==> src/rtl/skid_buffer_pkg.sv <==
// Shared types for the two-entry skid buffer: state encoding and occupancy decode.
package skid_buffer_pkg;

    typedef enum logic [1:0] {
        SKID_EMPTY = 2'd0,
        SKID_BUSY  = 2'd1,
        SKID_FULL  = 2'd2
    } skid_state_t;

    // Encoding 2'b11 is unreachable and reads as empty.
    function automatic logic [1:0] skid_occupancy(input logic [1:0] state);
        logic [1:0] occ;
        occ = 2'd0;
        case (state)
            SKID_BUSY: occ = 2'd1;
            SKID_FULL: occ = 2'd2;
            default:   occ = 2'd0;
        endcase
        return occ;
    endfunction

endpackage

==> src/rtl/register.sv <==
// Generic enabled register with asynchronous active-low reset to a parameterised value.
// Latency: 1 cycle from i_d to o_q when i_en is high.
// Backpressure: none; o_q holds whenever i_en is low.
module register #(
    parameter int               WIDTH     = 32,
    parameter logic [WIDTH-1:0] RESET_VAL = '0
) (
    input  logic             clk,
    input  logic             arst_n_in,
    input  logic             i_en,
    input  logic [WIDTH-1:0] i_d,
    output logic [WIDTH-1:0] o_q
);

    logic [WIDTH-1:0] r_q;

    always_ff @(posedge clk or negedge arst_n_in) begin
        if (!arst_n_in) begin
            r_q <= RESET_VAL;
        end else if (i_en) begin
            r_q <= i_d;
        end
    end

    assign o_q = r_q;

endmodule

==> src/rtl/skid_buffer.sv <==
// Two-entry elastic stage between a producer and a consumer, one word per cycle.
// Latency: a word accepted at edge N is on qout from edge N (visible cycle N+1).
// Backpressure: din_ready drops only when both entries are full; decoded from state alone.
module skid_buffer
    import skid_buffer_pkg::*;
#(
    parameter int               WIDTH     = 32,
    parameter logic [WIDTH-1:0] RESET_VAL = '0
) (
    input  logic             clk,
    input  logic             arst_n_in,
    input  logic [WIDTH-1:0] din,
    input  logic             din_valid,
    output logic             din_ready,
    output logic [WIDTH-1:0] qout,
    output logic             qout_valid,
    input  logic             qout_ready,
    output logic [1:0]       occupancy
);

    logic [1:0]       w_state_q;
    logic [1:0]       w_state_d;
    logic             w_state_en;
    logic [WIDTH-1:0] w_main_q;
    logic [WIDTH-1:0] w_main_d;
    logic             w_main_en;
    logic             w_main_sel_skid;
    logic [WIDTH-1:0] w_skid_q;
    logic             w_skid_en;
    logic             w_in_xfer;
    logic             w_out_xfer;

    register #(
        .WIDTH     (2),
        .RESET_VAL (SKID_EMPTY)
    ) state_r (
        .clk       (clk),
        .arst_n_in (arst_n_in),
        .i_en      (w_state_en),
        .i_d       (w_state_d),
        .o_q       (w_state_q)
    );

    register #(
        .WIDTH     (WIDTH),
        .RESET_VAL (RESET_VAL)
    ) main_data_r (
        .clk       (clk),
        .arst_n_in (arst_n_in),
        .i_en      (w_main_en),
        .i_d       (w_main_d),
        .o_q       (w_main_q)
    );

    register #(
        .WIDTH     (WIDTH),
        .RESET_VAL (RESET_VAL)
    ) skid_data_r (
        .clk       (clk),
        .arst_n_in (arst_n_in),
        .i_en      (w_skid_en),
        .i_d       (din),
        .o_q       (w_skid_q)
    );

    // Handshake outputs come only from the state register, so neither ready
    // nor valid has a combinational path through this stage.
    always_comb begin
        din_ready  = 1'b1;
        qout_valid = 1'b0;
        case (w_state_q)
            SKID_BUSY: begin
                qout_valid = 1'b1;
            end
            SKID_FULL: begin
                din_ready  = 1'b0;
                qout_valid = 1'b1;
            end
            default: begin
                din_ready  = 1'b1;
                qout_valid = 1'b0;
            end
        endcase
    end

    assign occupancy  = skid_occupancy(w_state_q);
    assign qout       = w_main_q;
    assign w_in_xfer  = din_valid && din_ready;
    assign w_out_xfer = qout_valid && qout_ready;

    always_comb begin
        w_state_d       = w_state_q;
        w_main_en       = 1'b0;
        w_main_sel_skid = 1'b0;
        w_skid_en       = 1'b0;
        case (w_state_q)
            SKID_BUSY: begin
                if (w_in_xfer && w_out_xfer) begin
                    w_main_en = 1'b1;
                end else if (w_in_xfer) begin
                    w_skid_en = 1'b1;
                    w_state_d = SKID_FULL;
                end else if (w_out_xfer) begin
                    // main keeps its stale word; nothing is cleared on drain
                    w_state_d = SKID_EMPTY;
                end
            end
            SKID_FULL: begin
                if (w_out_xfer) begin
                    w_main_en       = 1'b1;
                    w_main_sel_skid = 1'b1;
                    w_state_d       = SKID_BUSY;
                end
            end
            default: begin
                w_state_d = SKID_EMPTY;
                if (w_in_xfer) begin
                    w_main_en = 1'b1;
                    w_state_d = SKID_BUSY;
                end
            end
        endcase
    end

    assign w_main_d   = w_main_sel_skid ? w_skid_q : din;
    assign w_state_en = (w_state_d != w_state_q);

endmodule

==> config.mk <==
export PLATFORM = sky130hd
export DESIGN_NAME = skid_buffer
export DESIGN_NICKNAME = d
export VERILOG_FILES = /design/src/rtl/skid_buffer_pkg.sv /design/src/rtl/register.sv /design/src/rtl/skid_buffer.sv
export SDC_FILE = /design/constraint.sdc
export NUM_CORES = 1
export LEC_CHECK = 0
export BUFFER_PORTS_ARGS = -buffer_cell sky130_fd_sc_hd__buf_4
export CAP_MARGIN = 30
export CORE_MARGIN = 5
export CORE_UTILIZATION = 45
export CTS_CLUSTER_DIAMETER = 150
export DETAILED_ROUTE_END_ITERATION = 7
export GPL_ROUTABILITY_DRIVEN = 0
export PLACE_DENSITY = 0.67
export SETUP_SLACK_MARGIN = 0.02
export SLEW_MARGIN = 20
export SYNTH_ARGS = -nofsm -noshare
export SYNTH_HDL_FRONTEND = slang
export SYNTH_HIERARCHICAL = 1
export SYNTH_SLANG_ARGS = --single-unit
==> constraint.sdc <==
create_clock -name clk -period 5.08 [get_ports clk]
set_clock_uncertainty 0.15 [all_clocks]
set_input_delay 1.524 -clock clk [delete_from_list [all_inputs] [get_ports clk]]
set_output_delay 1.524 -clock clk [all_outputs]
set_load 0.01 [all_outputs]
==> results of run 1 <==
==> worst max-delay path, stage by stage (launching register included) <==
cell and delay, ns:
dfrtp_1 0.44, inv_1 0.10, ha_1 0.30, inv_1 0.16
buf_4 0.17
==> cell families after synthesis <==
kind of cell    Yosys count  synth area share
fa+ha+maj                 2           0.00759
compound gates            7            0.0148
flops                    66             0.501
mux                     100             0.409
buf+inv                  16            0.0535
simple gates              9            0.0140
==> final cells by class <==
type                            count  area, um^2
Clock buffer                       11         151
Multi-Input combinational cell    118        1480
Sequential cell                    66        1650
Inverter                            5        18.8
Timing Repair Buffer               74         556
Fill cell                         604        3110
Tap cell                           99         124
Clock inverter                      5        85.1
==> cells in the mapped netlist (all sizes together) <==
master / instances
nand2b: 1
inv: 5
nor2: 1
nand2: 2
o22ai: 1
a31oi: 1
mux2i: 2
a21oi: 3
nor3: 2
o21ai: 1
buf: 11
dfrtp: 66
mux2: 98
or3: 1
ha: 2
and3: 1
nor2b: 1
o32ai: 1
==> layer usage <==
layer | vias to the layer above | track usage
li1 | 861 | -
met4 | 0 | 0.0391
met2 | 42 | 0.222
met3 | 7 | 0.0592
met5 | - | 0
met1 | 953 | 0.192
==> state kept, by name (all words and copies together) (netlist names) <==
signal,cells
skid_data_r/o_q,32
state_r/o_q,2
main_data_r/o_q,32
==> power breakdown <==
group	internal (mW)	switching, mW
clock	0.306	0.208
sequential	0.794	0.154
combinational	0.666	0.366
total	1.77	0.729
==> worst max-delay path by stage <==
stage              startpoint                  end  slack [ns]  cells after the start
2_1_floorplan       din_valid   main_data_r/o_q[0]        2.25                      6
3_3_place_gp       qout_ready  skid_data_r/o_q[29]        1.60                      5
3_5_place_dp       qout_ready  skid_data_r/o_q[29]        1.56                      5
4_1_cts        state_r/o_q[0]            din_ready        1.86                      4
5_1_grt        state_r/o_q[0]            din_ready        1.78                      4
6_report       state_r/o_q[0]            din_ready        1.91                      4
==> metrics by stage <==
stage	area [um^2]	power [mW]	utilization	hold slack [ns]	cells
CTS	4070	2.53	0.567	0.362	378
global placement	3830	1.98	0.534	0.337	362
finish	4070	2.49	0.567	0.354	378
detailed placement	3830	2.00	0.534	0.341	362
global route	4070	2.64	0.567	0.374	378
floorplan	3300	1.69	-	0.327	200
==> flow_metrics.py, run 1 <==
metrics = {
    "synthesis": {
        "synth_top_cell_by_area": "dfrtp_1",
        "netlist_area_mm2": 0.00330,
        "ys_top_cells_by_area": "dfrtp_1 50%, mux2_4 27%, mux2_2 13%",
        "syn_avg_cell_area_um2": 16.5,
        "synth_cells": 200,
        "part_of_the_yosys_area_used_for_sequential_elements": 0.501,
        "ys_seq_elements": 66,
        "syn_nets": 238,
        "ys_warn_count": 6,
        "yosys.cell_types.count": 21,
        "synth_top_area_share": 0.501,
    },
    "hold_path": {
        "hold_path.startpoint": "skid_data_r/o_q[31]",
        "hold-path-cell-count": 1,
        "class_of_the_worst_hold_path": "flop to flop",
        "timing.hold.worst_endpoint": "skid_data_r/o_q[31]",
    },
    "floorplan": {
        "floorplan.rows": 31,
        "dieArea_mm2": 0.00914,
        "die_h_um": 95.6,
        "initial_core_util": 0.459,
        "num_io_pins": 72,
        "placeableCoreArea_mm2": 0.00718,
        "die-width_um": 95.6,
    },
    "drt": {
        "detail_route.wirelength.met1_um": 2810,
        "count_of_antenna_violating_nets_left_after_detailed_routing": 0,
        "dr_total_vias": 1863,
        "top_routing_layer_used": "met4",
        "wirelength_um": 6210,
        "route.met2.wl_um": 2960,
        "routed_via_density": 4.93,
        "routed_met3_length_um": 365,
        "detail_route.first_pass.iterations": 4,
        "post_drt_wl_per_cell_um": 16.4,
        "detailed_router_s_first_iteration_violation_count": 87,
        "route.detailed.drc": 0,
    },
    "worst_setup_path": {
        "cp.required_ns": 3.41,
        "critical_path_class": "flop to output pin",
        "reg2regPathDepth": 6,
        "reg2reg_from": "state_r/o_q[0]",
        "r2r_end": "main_data_r/o_q[0]",
        "critPathLaunchType": "flop",
        "cp-end-kind": "output pin",
        "regToRegSetupSlack_ns": 2.23,
        "path_max_fanout": 8,
        "critical_path_arrival_ns": 1.49,
    },
    "cells_and_area": {
        "final_common_cell": "buf_4",
        "antenna-diode-count": 0,
        "most-common-layout-cells": "74 x buf_4, 66 x dfrtp_1, 60 x mux2_4, 38 x mux2_2, 11 x clkbuf_8",
        "layout-area-overhead-vs-synth_pct": 23.4,
        "layout-drive-gt1-share": 0.685,
        "nNetsFinal": 312,
    },
    "sta": {
        "timing_max_transition_violations_final": 0,
        "fmax_mhz": 316,
        "final-setup-viol-count": 0,
        "layout_min_cycle_time_ns": 3.17,
        "maxSlewHeadroom": 0.417,
        "layout_setup_ws_ns": 1.91,
        "setup-tns-final_ns": 0,
        "rsz0062_at_grt": "false",
        "worst-slew-pin-transition_ns": 0.871,
        "finalCritPeriodShare": 0.623,
        "hold_viol": 0,
    },
    "global_route": {
        "track_usage": 0.146,
        "grt_antenna_before_repair": 0,
        "wire_length_of_the_first_global_routing_pass_um": 9960,
        "grt_pass1_vias": 1966,
        "grt.overflow.total": 0,
        "grt_max_degree": 67,
    },
    "clock_network": {
        "worst_setup_hold_path_clk_slew_ns": 0.07,
        "cts.path.max_buffers": 2,
        "cts_inserted_buffers": 9,
        "cts_setup_buffers": 0,
        "clock_tree.root_cell": "clkbuf_8",
        "tritoncts": "yes",
        "htree_num_levels": 3,
        "cts.sink_count": 66,
        "worst_skew_pair.late_latency_ns": 0.33,
        "cts_resized": 0,
        "post_cts_hold_buffer_count": 0,
    },
    "place": {
        "detailedPlace.worstSlack_ns": 1.56,
        "dp_hpwl_um": 4140,
        "port-buffer-count": 71,
    },
    "power": {
        "irDropWorstVdd_mv": 0.273,
        "power_per_cell_area_mw_per_mm2": 613,
        "static_leakage_power_nw": 1.93,
    },
    "status": {
        "status": "finished clean",
    },
    "flow_run": {
        "cap_violations": 0,
    },
}
(Power assumes the default switching activity.)
==> inputs of run 2 (changes only) <==
Settings changed: PLACE_DENSITY 0.67 to 0.7.
Clock period 5.08 ns to 2.9 ns, I/O delays scaled along.
==> run 2 against run 1 <==
Sequential share of layout area is 0.15 points lower; core utilization grew 0.21 points; cell count is 0.26% higher; worst hold slack better by 0.00087 ns; register-to-register slack got worse by 1.7 ns; die area is the same; sequential cell count is the same; critical path depth unchanged; clock-buffer cell count unchanged; global-route usage increased by 0.072 points; largest cell class unchanged.
==> flow_metrics.py, run 2 (synthesis gave the netlist of run 1 again) <==
metrics = {
    "status": {
        "status": "finished clean",
    },
    "global_route": {
        "grt_pass1_vias": 2006,
        "global_route.usage.met1": 0.192,
        "wire_length_of_the_first_global_routing_pass_um": 10000,
        "grt.overflow.total": 0,
        "global_route.usage.met2": 0.219,
        "grt_antenna_before_repair": 0,
        "grtUsageMet3": 0.0497,
        "grt_max_degree": 67,
        "busiest_layer": "met2",
        "track_usage": 0.146,
    },
    "floorplan": {
        "placeableCoreArea_mm2": 0.00718,
        "num_io_pins": 72,
        "initial_core_util": 0.459,
        "dieArea_mm2": 0.00914,
        "die_h_um": 95.6,
        "die-width_um": 95.6,
        "floorplan.rows": 31,
    },
    "cells_and_area": {
        "final_common_cell": "buf_4",
        "n_fill_cell": 611,
        "final_util": 0.569,
        "most-common-layout-cells": "73 x buf_4, 66 x dfrtp_1, 60 x mux2_4, 38 x mux2_2, 10 x clkbuf_8",
        "layout-area-overhead-vs-synth_pct": 23.8,
        "layout-drive-gt1-share": 0.682,
        "nNetsFinal": 313,
        "antenna-diode-count": 0,
    },
    "worst_setup_path": {
        "regToRegSetupSlack_ns": 0.57,
        "critical_path_class": "flop to output pin",
        "reg2reg_from": "state_r/o_q[0]",
        "r2r_end": "skid_data_r/o_q[31]",
        "critPathLaunchType": "flop",
        "reg2regPathDepth": 6,
        "crit_end": "din_ready",
        "path_max_fanout": 8,
        "cp-end-kind": "output pin",
        "startpoint": "state_r/o_q[0]",
        "cp.required_ns": 1.88,
        "critical_path_arrival_ns": 1.47,
    },
    "sta": {
        "worst-slew-pin-transition_ns": 0.827,
        "rsz0062_at_grt": "false",
        "finalCritPeriodShare": 0.858,
        "timing_max_transition_violations_final": 0,
        "final-setup-viol-count": 0,
        "hold_viol": 0,
        "layout_setup_ws_ns": 0.411,
        "layout_min_cycle_time_ns": 2.49,
        "maxSlewHeadroom": 0.449,
        "setup-tns-final_ns": 0,
        "fmax_mhz": 402,
    },
    "drt": {
        "detailed_router_s_first_iteration_violation_count": 45,
        "wirelength_um": 6050,
        "detail_route.first_pass.iterations": 4,
        "route.detailed.drc": 0,
        "routed_via_density": 4.82,
        "dr_total_vias": 1828,
        "post_drt_wl_per_cell_um": 16.0,
        "count_of_antenna_violating_nets_left_after_detailed_routing": 0,
    },
    "power": {
        "power_report.internal_total_mw": 3.08,
        "p_sw_mw": 1.26,
        "power.clock.fraction": 0.195,
        "static_leakage_power_nw": 1.94,
        "netSwitchingFraction": 0.290,
        "irDropWorstVdd_mv": 0.529,
        "power.share.sequential": 0.383,
        "comb_power_share": 0.422,
        "power_per_cell_area_mw_per_mm2": 1060,
    },
    "flow_run": {
        "cap_violations": 0,
    },
    "clock_network": {
        "cts_inserted_buffers": 9,
        "cts_setup_buffers": 0,
        "clock_tree.root_cell": "clkbuf_8",
        "htree_num_levels": 3,
        "cts.path.max_buffers": 2,
        "worst_skew_pair.late_latency_ns": 0.34,
        "tritoncts": "yes",
        "cts_resized": 0,
        "cts.sink_count": 66,
        "worst_setup_hold_path_clk_slew_ns": 0.07,
        "post_cts_hold_buffer_count": 0,
    },
    "place": {
        "dp_hpwl_um": 3910,
        "detailedPlace.worstSlack_ns": 0.488,
        "port-buffer-count": 71,
    },
    "hold_path": {
        "class_of_the_worst_hold_path": "flop to flop",
        "hold_path.startpoint": "skid_data_r/o_q[20]",
    },
}
-- run 2: layout make-up --
type | instances | area (um^2) | share of cell area
clock buffer | 11 | 141 | 0.0346
clock inverter | 5 | 77.6 | 0.0190
inverter | 5 | 18.8 | 0.00460
multi-input combinational | 118 | 1480 | 0.363
sequential | 66 | 1650 | 0.405
tap | 99 | 124 | 0.0303
timing repair buffer | 75 | 588 | 0.144
-- run 2: power groups by stage --
stage                     clock network [mW]  logic (mW)  registers [mW]
after global routing                   0.924        1.96            1.73
final                                  0.846        1.83            1.66
after CTS                              0.878        1.86            1.67
after detailed placement                   0        1.85            1.67
after floorplan                            0        1.25            1.72
after global placement                     0        1.82            1.67
-- run 2: metal layers --
| layer | part of all wire | wire length (um) | vias to the layer above |
|---|---|---|---|
| met5 | 0 | 0 | - |
| li1 | - | - | 863 |
| met4 | 0.014 | 85 | 0 |
| met1 | 0.46 | 2750 | 914 |
| met3 | 0.062 | 378 | 7 |
| met2 | 0.47 | 2830 | 44 |
-- run 2: worst min path at each step --
stage,end,slack [ns],cells past startpoint
after floorplan,skid_data_r/o_q[29],0.33,1
after global placement,skid_data_r/o_q[8],0.34,1
after detailed placement,skid_data_r/o_q[15],0.34,1
after CTS,skid_data_r/o_q[20],0.36,1
after global routing,skid_data_r/o_q[0],0.37,1
final,skid_data_r/o_q[20],0.35,1
-- run 2: worst max-delay path, cell delays in order (launching register included) --
cell and delay [ns]:
dfrtp_1 0.43, inv_1 0.10, ha_1 0.30, inv_1 0.14
buf_4 0.17
-- run 2: per-stage QoR --
step	cell area, um^2	hold WS (ns)	instances	power [mW]
final	4080	0.354	379	4.34
after global routing	4080	0.372	379	4.61
after CTS	4080	0.361	379	4.40
after detailed placement	3860	0.340	363	3.52
after global placement	3860	0.338	363	3.49
after floorplan	3300	0.327	200	2.97
